### src/rtl/mips_pipe_pkg.sv
// -----------------------------------------------------------------------------
// mips_pipe_pkg
// Shared types and constants for the 5-stage MIPS pipeline control logic.
//   state_t      : hazard controller states (RUN, MEM_WAIT, ERROR)
//   REG_ADDR_W   : width of a register-file address field
//   ctrl_t       : per-cycle pipeline control vector (enables and flushes)
//   CTRL_RUN     : normal advance, no bubbles
//   CTRL_FREEZE  : everything held, no bubbles
// -----------------------------------------------------------------------------
package mips_pipe_pkg;

    localparam int REG_ADDR_W = 5;

    typedef enum logic [1:0] {
        RUN      = 2'd0,
        MEM_WAIT = 2'd1,
        ERROR    = 2'd2
    } state_t;

    typedef struct packed {
        logic pc_en;
        logic if_id_en;
        logic if_id_flush;
        logic id_ex_en;
        logic id_ex_flush;
        logic ex_m_en;
        logic m_wb_en;
    } ctrl_t;

    localparam ctrl_t CTRL_RUN    = '{pc_en: 1'b1, if_id_en: 1'b1, if_id_flush: 1'b0,
                                      id_ex_en: 1'b1, id_ex_flush: 1'b0,
                                      ex_m_en: 1'b1, m_wb_en: 1'b1};
    localparam ctrl_t CTRL_FREEZE = '0;

endpackage

### src/rtl/pipe_hazard_ctrl_load_use_detect.sv
// -----------------------------------------------------------------------------
// load_use_detect
// Flags a load in EX whose destination is a source of the instruction in ID.
// Register 0 is hard-wired to zero, so a load "into" r0 never creates a hazard.
//   ex_mem_read : instruction in EX is a load
//   ex_wr       : destination register of the EX instruction
//   id_rs/id_rt : source register fields of the ID instruction
//   load_use    : hazard present (combinational)
// -----------------------------------------------------------------------------
module load_use_detect
    import mips_pipe_pkg::*;
(
    input  logic                  ex_mem_read,
    input  logic [REG_ADDR_W-1:0] ex_wr,
    input  logic [REG_ADDR_W-1:0] id_rs,
    input  logic [REG_ADDR_W-1:0] id_rt,
    output logic                  load_use
);

    assign load_use = ex_mem_read && (ex_wr != '0) && ((ex_wr == id_rs) || (ex_wr == id_rt));

endmodule

### src/rtl/pipe_hazard_ctrl.sv
// -----------------------------------------------------------------------------
// pipe_hazard_ctrl
// Central stall/flush controller for the 5-stage MIPS pipeline. Drives the PC
// and pipeline-register enables/flushes from hazard conditions:
//   - data-memory wait states freeze the whole pipe (highest priority)
//   - taken branch in EX flushes IF/ID and ID/EX
//   - load-use hazard inserts a single ID/EX bubble
//   - a memory access waiting MEM_TIMEOUT cycles traps into sticky ERROR
// Outputs are combinational from state and inputs; all outputs are 0 while rst.
// Ports:
//   clk, rst (sync, active-high)
//   ID_Rs, ID_Rt, EX_MemRead, EX_WR_out, EX_Branch_taken : hazard sources
//   M_MemRead, M_MemWrite, dm_ready                      : data memory status
//   dm_req, PC_en, IF_ID_en/flush, ID_EX_en/flush, EX_M_en, M_WB_en, err
// Build option: define HAZARD_PERF_EN to add saturating stall counters
//   perf_mem_stall / perf_lu_stall (not counted in ERROR).
// -----------------------------------------------------------------------------
module pipe_hazard_ctrl
    import mips_pipe_pkg::*;
#(
    parameter int MEM_TIMEOUT = 255,
    parameter int CNT_W       = 8
) (
    input  logic                  clk,
    input  logic                  rst,
    input  logic [REG_ADDR_W-1:0] ID_Rs,
    input  logic [REG_ADDR_W-1:0] ID_Rt,
    input  logic                  EX_MemRead,
    input  logic [REG_ADDR_W-1:0] EX_WR_out,
    input  logic                  EX_Branch_taken,
    input  logic                  M_MemRead,
    input  logic                  M_MemWrite,
    input  logic                  dm_ready,
    output logic                  dm_req,
    output logic                  PC_en,
    output logic                  IF_ID_en,
    output logic                  IF_ID_flush,
    output logic                  ID_EX_en,
    output logic                  ID_EX_flush,
    output logic                  EX_M_en,
    output logic                  M_WB_en,
    output logic                  err
`ifdef HAZARD_PERF_EN
    ,
    output logic [31:0]           perf_mem_stall,
    output logic [31:0]           perf_lu_stall
`endif
);

    // Widened by one bit so the incremented count cannot wrap before the compare.
    localparam logic [CNT_W:0] TIMEOUT_V = MEM_TIMEOUT[CNT_W:0];

    state_t           state;
    logic [CNT_W-1:0] wait_cnt;
    logic [CNT_W:0]   cnt_inc;
    logic             mem_acc;
    logic             load_use;
    logic             freeze;
    logic             dm_req_c;
    logic             err_c;
    ctrl_t            ctrl;

    load_use_detect u_lud (
        .ex_mem_read (EX_MemRead),
        .ex_wr       (EX_WR_out),
        .id_rs       (ID_Rs),
        .id_rt       (ID_Rt),
        .load_use    (load_use)
    );

    assign mem_acc = M_MemRead | M_MemWrite;
    assign cnt_inc = {1'b0, wait_cnt} + 1'b1;

    always_comb begin
        ctrl     = CTRL_RUN;
        dm_req_c = 1'b0;
        freeze   = 1'b0;
        err_c    = 1'b0;
        case (state)
            RUN: begin
                dm_req_c = mem_acc;
                freeze   = mem_acc & ~dm_ready;
            end
            MEM_WAIT: begin
                dm_req_c = 1'b1;
                freeze   = ~dm_ready;
            end
            default: begin
                err_c = 1'b1;
            end
        endcase

        // Freeze beats branch beats load-use; a frozen EX keeps its branch until release.
        if (err_c || freeze) begin
            ctrl = CTRL_FREEZE;
        end else if (EX_Branch_taken) begin
            ctrl.if_id_flush = 1'b1;
            ctrl.id_ex_flush = 1'b1;
        end else if (load_use) begin
            ctrl.pc_en       = 1'b0;
            ctrl.if_id_en    = 1'b0;
            ctrl.id_ex_flush = 1'b1;
        end

        if (rst) begin
            ctrl     = CTRL_FREEZE;
            dm_req_c = 1'b0;
            err_c    = 1'b0;
        end
    end

    assign dm_req      = dm_req_c;
    assign err         = err_c;
    assign PC_en       = ctrl.pc_en;
    assign IF_ID_en    = ctrl.if_id_en;
    assign IF_ID_flush = ctrl.if_id_flush;
    assign ID_EX_en    = ctrl.id_ex_en;
    assign ID_EX_flush = ctrl.id_ex_flush;
    assign EX_M_en     = ctrl.ex_m_en;
    assign M_WB_en     = ctrl.m_wb_en;

    // wait_cnt holds the number of wait cycles already spent, including the
    // RUN cycle in which the stall started.
    always_ff @(posedge clk) begin
        if (rst) begin
            state    <= RUN;
            wait_cnt <= '0;
        end else begin
            case (state)
                RUN: begin
                    if (freeze) begin
                        state    <= MEM_WAIT;
                        wait_cnt <= CNT_W'(1);
                    end
                end
                MEM_WAIT: begin
                    if (dm_ready) begin
                        state    <= RUN;
                        wait_cnt <= '0;
                    end else begin
                        wait_cnt <= cnt_inc[CNT_W-1:0];
                        if (cnt_inc >= TIMEOUT_V) begin
                            state <= ERROR;
                        end
                    end
                end
                default: begin
                    state <= ERROR;
                end
            endcase
        end
    end

`ifdef HAZARD_PERF_EN
    logic lu_bubble;

    assign lu_bubble = ~err_c & ~freeze & ~EX_Branch_taken & load_use;

    always_ff @(posedge clk) begin
        if (rst) begin
            perf_mem_stall <= '0;
            perf_lu_stall  <= '0;
        end else begin
            if (freeze && (perf_mem_stall != '1)) begin
                perf_mem_stall <= perf_mem_stall + 32'd1;
            end
            if (lu_bubble && (perf_lu_stall != '1)) begin
                perf_lu_stall <= perf_lu_stall + 32'd1;
            end
        end
    end
`endif

endmodule

### config.mk
export PLATFORM = sky130hd
export DESIGN_NAME = pipe_hazard_ctrl
export DESIGN_NICKNAME = d
export VERILOG_FILES = /design/src/rtl/mips_pipe_pkg.sv /design/src/rtl/pipe_hazard_ctrl_load_use_detect.sv /design/src/rtl/pipe_hazard_ctrl.sv
export SDC_FILE = /design/constraint.sdc
export NUM_CORES = 1
export LEC_CHECK = 0
export BUFFER_PORTS_ARGS = -buffer_cell sky130_fd_sc_hd__buf_4
export CORE_MARGIN = 2
export CORE_UTILIZATION = 30
export CTS_BUF_LIST = sky130_fd_sc_hd__clkbuf_16
export CTS_CLUSTER_SIZE = 20
export DETAILED_ROUTE_END_ITERATION = 12
export MAX_ROUTING_LAYER = met4
export PLACE_DENSITY = 0.65
export REMOVE_ABC_BUFFERS = 1
export SYNTH_ARGS = -nofsm -noshare
export SYNTH_HDL_FRONTEND = slang
export SYNTH_SLANG_ARGS = --single-unit
export TNS_END_PERCENT = 30
### constraint.sdc
create_clock -name clk -period 4.75 [get_ports clk]
set_clock_uncertainty 0.05 [all_clocks]
set_input_delay 0.95 -clock clk [delete_from_list [all_inputs] [get_ports clk]]
set_output_delay 0.95 -clock clk [all_outputs]
set_load 0.02 [all_outputs]
==> results by stage, run 1 <==
Outcome:
- The flow ran to the end, and the final reports show no timing, DRC or antenna violations.

Clock network:
- Post-CTS timing repair inserted 0 buffers for setup.
- The clock sink count is 10.
- In this run, post-CTS repair resized a total of 0 instances.
- The total clock buffers created by CTS is 3.
- CTS built an H-tree with a depth of 1.
- The worst-case clock buffer depth is 2.
- The number of buffers inserted by hold repair at cts is 0.
- Clock-pin slew was measured on the worst setup and hold paths at 0.04 ns.
- For the worst-skew pair, the clock arrives at the later sink with an insertion delay of 0.24 ns.
- TritonCTS built the clock tree.
- The tree is rooted in a clkbuf_16.

Die:
- The overall die area is 2980 µm².
- The y dimension of the die is 54.6 µm.
- In this run the count of I/O pins placed on the die edge is 31.
- The count of standard-cell rows is 18.
- The core region is 2450 µm².
- The die is 54.6 µm wide.
- For this configuration, the core starts out at a cell density of 31.3%.

Placement:
- The number of input and output port buffers inserted is 30.
- Detailed placement finished with a half-perimeter wire length of 1410 µm.
- OpenSTA, run right after detailed placement, puts the worst setup slack at 1.66 ns.
- The placement-stage cell area is 996 µm².
- The global placer's final weighted congestion is 0.867.

Hold path:
- The worst hold path depth is 2.
- The worst hold path startpoint is wait_cnt[7].
- The end point of the most critical hold path is wait_cnt[7].
- The worst min-delay path category is reg2reg.

Timing:
- The worst pin sits at a relative slew slack of 58.8%.
- The total count of max-transition violations in the final report was 0.
- The ratio of final minimum period to clock period is 65.1%.
- Setup repair after global routing left no endpoint under its margin.
- After routing, the total negative slack on setup checks comes to 0 ns.
- The final count of hold timing violations is 0.
- Across all setup checks in the final design, the least slack found is 1.66 ns.
- The slew at the pin with the worst max-slew slack is 0.616 ns.
- The worst path needs 3.09 ns of the cycle, external delays included.
- Setup violations remaining at the end of the flow were counted as 0.
- Final hold analysis gives a worst-case slack of 0.446 ns.
- The highest clock rate is 0.323 GHz.

Power and ir drop:
- In this run switching power makes up 24.2% of total power.
- The portion of total power attributed to the clock network is 49.0%.
- In this run the static leakage power is 0.448 nW.
- The completed layout was analyzed and its total power is 0.000298 W.
- Internal power comes to 0.000226 W.
- The part of the total power dissipated in sequential elements is 30.3%.
- The net load switching power is 0.0000722 W.
- The ratio of total power to cell area is 278 nW/µm².
- Across the VDD grid, the largest voltage drop is 0.000215 V.
- Combinational logic is responsible for 20.7% of the overall power.

Worst setup path:
- Grouping stages by cell kind, the critical path spends the most delay in simple AND/OR/NAND/NOR gates.
- STA puts the critical path data arrival time at 2.09 ns.
- The type of the worst setup path is in2out.
- The nature of the critical path startpoint is a primary input.
- By instance count, the cell type seen most on the critical path is buf_4.
- The signal on the critical path passes through buf_4, or4_1, o21ai_1, o31a_1, buf_4.
- STA classifies the critical path endpoint as an output port.
- In this run the register-to-register setup slack is 3.07 ns.
- The worst register-to-register path has a depth of 3.
- The start of the worst register-to-register path is state[0].
- The cell with the biggest individual delay on the critical path is or4_1.
- The data required time of the critical path is 3.75 ns.
- On the worst path, the slowest cell contributes a delay of 0.53 ns.
- The maximum fanout encountered on the critical timing path is 3.
- The number of buffers and inverters on the critical path is 2.
- In this run the critical register-to-register path is captured at wait_cnt[4].

Layout:
- The area growth from synthesis to layout is 39.4%.
- The net total in the final layout is 156.
- Of the cells placed in the final design, the portion with a size suffix greater than 1 is 26.2%.
- The number of antenna diodes is 0.
- With fillers left out, the area of the finished cells amounts to 1070 µm².

GRT:
- Global routing used 12.8% of the available tracks.
- The leftover overflow at the end of global routing is 0.
- Entering global routing, the biggest net connects 14 pins.
- The first global-routing pass estimated 2620 µm of wire.
- The initial antenna violation count is 0.
- The via count of the first global-routing pass was 650.

Synth:
- The count of flip-flops with a built-in enable after synthesis is 0.
- The synthesized design contains 10 register bits.
- The post-synthesis cell type count is 33.
- The share of synthesized registers carrying an async set or reset is 0%.
- The average cell area after synthesis is 7.46 µm².
- Yosys printed 0 warnings.
- Among all flip-flop cells after synthesis, the most frequent one is dfxtp_1.
- The mapped netlist covers 768 µm².
- The cell count after synthesis is 103.
- Summing the sequential cell areas from Yosys gives 26.1% of the chip area.

Route:
- In the routed design, unresolved DRC markers number 0.
- The total iterations of the first detailed-routing run is 4.
- The wire length per cell is 11.6 µm.
- Once detail routing completed, the nets flagged for antenna violations numbered 0.
- The final route contains 813 vias.
- The vias per cell is 5.08.
- The first routing iteration left 15 violations.
- Wires add up to 1850 µm.

Job:
- The max-cap check violation count is 0.
-- registers in the layout, indices dropped and copies added (netlist names) --
register and cells:
state 2, wait_cnt 8
-- per-stage QoR --
stage	std cells	utilization, %
after floorplan	97	-
after global placement	157	40.6
after detailed placement	157	40.6
after CTS	160	43.6
after global routing	160	43.6
final	160	43.6
-- power by group through the flow --
stage	logic, W	registers [W]	clock network, W
3_5_place_dp	0.0000615	0.0000917	0
2_1_floorplan	0.0000309	0.0000907	0
4_1_cts	0.0000620	0.0000903	0.000147
6_report	0.0000616	0.0000904	0.000146
5_1_grt	0.0000673	0.0000908	0.000152
3_3_place_gp	0.0000605	0.0000914	0
-- metal layers --
layer	track usage, %	wire length [µm]	vias to the layer above
li1	-	-	425
met1	14.0	806	352
met2	20.6	829	31
met3	4.10	185	5
met4	6.25	31	0
met5	-	0	-
-- cell usage in the layout, fill, tap and decap left out, drive strengths merged --
cell	Yosys	routed
o21bai	2	2
o21a	3	3
nand3b	1	1
o21ai	11	11
nor2b	1	1
a21oi	8	8
o31ai	1	1
o31a	1	1
a31oi	2	2
nor3	6	6
buf	4	30
or3b	1	1
a311oi	1	1
nand4	1	1
a211oi	2	2
nor2	11	11
inv	4	4
dfxtp	10	10
and3	1	1
or4b	1	1
o2111ai	1	1
a22oi	1	1
o21ba	1	1
nand2	6	6
xnor2	1	1
ha	2	2
xor2	11	11
nand3	3	3
clkbuf	2	3
nor3b	2	2
or4	1	1
-- cell usage after synthesis, drive strengths merged (2+ instances only) --
cell    count  share of area, %
a211oi      2               2.0
a21oi       8               5.2
a31oi       2               1.6
buf         4               3.6
clkbuf      2              0.98
dfxtp      10                26
ha          2               3.3
inv         4               2.0
nand2       6               2.9
nand3       3               2.0
nor2       11               5.4
nor3        6               3.9
nor3b       2               2.0
o21a        3               2.9
o21ai      11               7.2
o21bai      2               2.0
xor2       11                13
-- worst max-delay path by stage --
stage | cells after the start | to | from | slack [ns]
global placement | 5 | IF_ID_en | EX_WR_out[0] | 1.68
detailed placement | 5 | IF_ID_en | EX_WR_out[0] | 1.66
global route | 5 | IF_ID_en | EX_WR_out[0] | 1.62
CTS | 5 | IF_ID_en | EX_WR_out[0] | 1.65
floorplan | 4 | IF_ID_en | M_MemWrite | 1.60
finish | 5 | IF_ID_en | EX_WR_out[0] | 1.66
-- cell type report --
cell class	count	area [µm²]
Clock buffer	3	75.1
Tap cell	30	37.5
Fill cell	241	1380
Timing Repair Buffer	30	225
Inverter	4	15.0
Multi-Input combinational cell	83	518
Sequential cell	10	200
-- kinds of logic after synthesis --
family	count (synthesis)	synth area share, %
and+or+nand+nor	35	23.0
DFF	10	26.1
xor gates and xnor gates	12	13.7
AOI/OAI and AO/OA	34	27.5
adders and majority gates	2	3.26
buffers and inverters	10	6.51
-- worst register-to-register path: cells and delay by family, from the launching register on --
kind               cells  cell delay, ns
DFF                    1            0.40
and+or+nand+nor        2            1.02
AOI/OAI and AO/OA      1            0.15
Note: power is estimated with default switching activity, not from simulation.
==> run 2: changes to the inputs <==
--- a/config.mk
+++ b/config.mk
@@ -12,7 +12,7 @@
 export CTS_CLUSTER_SIZE = 20
 export DETAILED_ROUTE_END_ITERATION = 12
 export MAX_ROUTING_LAYER = met4
-export PLACE_DENSITY = 0.65
+export PLACE_DENSITY = 0.67
 export REMOVE_ABC_BUFFERS = 1
 export SYNTH_ARGS = -nofsm -noshare
 export SYNTH_HDL_FRONTEND = slang
==> constraint.sdc (replaced) <==
create_clock -name clk -period 2.8 [get_ports clk]
set_clock_uncertainty 0.05 [all_clocks]
set_input_delay 0.56 -clock clk [delete_from_list [all_inputs] [get_ports clk]]
set_output_delay 0.56 -clock clk [all_outputs]
set_load 0.02 [all_outputs]
==> run 2 against run 1 <==
Flip-flop and latch count unchanged. First-iteration DRC count is 33% lower. Via count increased by 3.7%. Critical path depth stayed put. Core utilization grew 0.15 points. Non-clock buffer count did not move. Count of clock-buffer cells in the layout is the same. Sequential share of layout area is 0.065 points lower. Critical path type unchanged. Setup slack got worse by 1.2 ns. Clock power rose by 74%. Sequential power is 69% higher. Routed wire length increased by 8.2%.
==> results by stage, run 2 (synthesis results as in run 1) <==
Timing:
- The ratio of final minimum period to clock period is 82.4%.
- Setup slack on the critical path of the routed design comes to 0.492 ns.
- The total count of max-transition violations in the final report came to 0.
- Setup repair after global routing left no endpoint under its margin.
- The total negative slack for setup checks is 0 ns.
- The clock period could shrink to 2.31 ns.
- The count of endpoints failing setup in the final report is 0.
- The slew at the pin with the worst max-slew slack is 0.721 ns.
- In this run the tightest slew margin relative to its limit is 51.9%.
- The highest clock rate is 0.433 GHz.
- The final count of hold timing violations is 0.

Power and ir drop:
- In this run the power density over the cells is 476 nW/µm².
- Summed over all cells, the static leakage comes to 0.449 nW.
- The worst-case IR drop observed on VDD is 0.000271 V.

Hold path:
- The min-delay analysis places its worst path in the category reg2reg.

Route:
- The violation count after the first detailed-routing iteration is 10.
- After detailed routing, the average wire length per cell comes to 12.5 µm.
- The via count of the routed design is 843.
- For this block, the routed nets add up to 2010 µm of wire.
- For this run, design rule violations remaining after detail routing come to 0.
- Using the TritonRoute via totals, the vias-per-cell ratio works out to 5.24.
- For this run, the detailed router's first-pass iteration total came to 4.
- Once detail routing completed, the nets flagged for antenna violations numbered 0.

Worst setup path:
- The worst setup path is captured at an output port.
- The type of the worst setup path is in2out.
- In this run the critical register-to-register path is captured at state[0].
- Data arrives at the worst endpoint at 1.70 ns.
- The startpoint identified for the worst register-to-register timing path is state[0].
- The most critical setup path has its endpoint at IF_ID_en.
- The worst register-to-register path has a setup slack of 1.06 ns.
- The nature of the critical path startpoint is a primary input.
- Of all nets on the critical path, the largest fanout is 3.
- Counting cells, the worst reg-to-reg path comes to 4.
- The most critical setup path has its startpoint at EX_WR_out[0].
- For the worst setup path, the data required time is 2.19 ns.

Die:
- After floorplanning, the core was divided into 18 placement rows.
- The count of boundary I/O pins is 31.
- The total core area is 2450 µm².
- The die is 54.6 µm tall.
- The chip width is 54.6 µm.
- The overall die area is 2980 µm².
- Once the floorplan was initialized, standard cells occupied 31.3% of the core.

Layout:
- The number of antenna diodes is 0.
- The final standard cell count with taps included and fillers excluded is 161.
- In the final layout, the registers with the most flip-flops are wait_cnt: 8 flops, state: 2 flops.
- The leading cell type in the layout, fill and taps excluded is buf_4.
- The flip-flop count of the largest register, all copies and words added is 8.
- In the final design database the tool counted 156 nets.
- The library cells used most frequently in the layout, excluding fill and tap cells, are 30 x buf_4, 11 x nor2_1, 11 x xor2_1.
- The area growth from synthesis to layout is 39.9%.
- Ranked by flip-flop count, first place goes to wait_cnt.
- The fraction of layout instances using a drive strength above 1 is 26.0%.

Clock network:
- The clock sink count is 10.
- The total setup buffers inserted after CTS is 0.
- In this run the number of H-tree levels came out at 1.
- The total clock buffers created by CTS is 3.
- TritonCTS built the clock tree.
- The clock latency of the later-clocked register in the worst-skew pair is 0.24 ns.
- The longest clock path from root to sink contains 2 buffers.
- The number of buffers inserted by hold repair at cts is 0.
- After clock tree synthesis, the clock-pin slew on the worst setup and hold paths is 0.04 ns.
- After clock tree synthesis, the repair step resized 0 gates.
- The root buffer cell is clkbuf_16.

Placement:
- Input and output buffers added on the ports amount to 30.
- The worst setup timing slack at the placement stage is 0.489 ns.
- The total half-perimeter wirelength after legalization and detailed placement is 1470 µm.
- The instance count after placement with tap cells included is 157.
- The global placer's final weighted congestion is 0.924.

GRT:
- The initial antenna violation count came to 0.
- The largest net degree at the start of global routing is 14.
- The via count of the first global-routing pass was 759.
- The total overflow left after global routing is 0.
- Across every metal layer, demand over resource in global routing totals 14.7%.
- The first global-routing pass estimated 3130 µm of wire.

Job:
- Max-cap violations in this run came to 0.

Outcome:
- The flow ran to the end, and the final reports show no timing, DRC or antenna violations.
run 2: through the flow:
step	area [µm²]	total power (W)	hold slack [ns]	utilization [%]
3_5_place_dp	996	0.000260	0.434	40.6
3_3_place_gp	996	0.000258	0.431	40.6
6_report	1070	0.000512	0.443	43.8
2_1_floorplan	733	0.000206	0.407	-
5_1_grt	1070	0.000532	0.470	43.8
4_1_cts	1070	0.000516	0.440	43.8
run 2: cell type report:
| type | instances | area, µm² |
|---|---|---|
| flip-flops and latches | 10 | 200 |
| inverters | 4 | 15.0 |
| repair buffers | 30 | 225 |
| multi-input cells | 83 | 518 |
| fillers | 243 | 1380 |
| clock buffers | 3 | 75.1 |
| clock inverters | 1 | 3.75 |
| well taps | 30 | 37.5 |
run 2: worst min-delay path by stage:
stage                startpoint           to  slack, ns  cells after the start
global placement    wait_cnt[6]  wait_cnt[6]       0.43                      2
finish              wait_cnt[6]  wait_cnt[6]       0.44                      2
CTS                 wait_cnt[6]  wait_cnt[6]       0.44                      2
global route        wait_cnt[6]  wait_cnt[6]       0.47                      2
detailed placement  wait_cnt[6]  wait_cnt[6]       0.43                      2
floorplan           wait_cnt[6]  wait_cnt[6]       0.41                      2
run 2: layer usage:
metal	track usage [%]	part of all wire [%]	up-vias
li1	-	-	425
met1	17.7	44	376
met2	24.4	44	42
met3	3.55	12	0
met4	3.75	0	0
met5	-	0	-
run 2: critical path, cell delays in order:
cell and delay (ns):
buf_4 0.12, or4_1 0.53, o21ai_1 0.17, o31a_1 0.16
buf_4 0.15
run 2: report_power, final:
part	internal, W	switching (W)	total [W]
Combinational	0.0000511	0.0000539	0.000105
Sequential	0.000147	0.00000561	0.000153
Clock	0.000187	0.0000668	0.000254
Total	0.000386	0.000126	0.000512
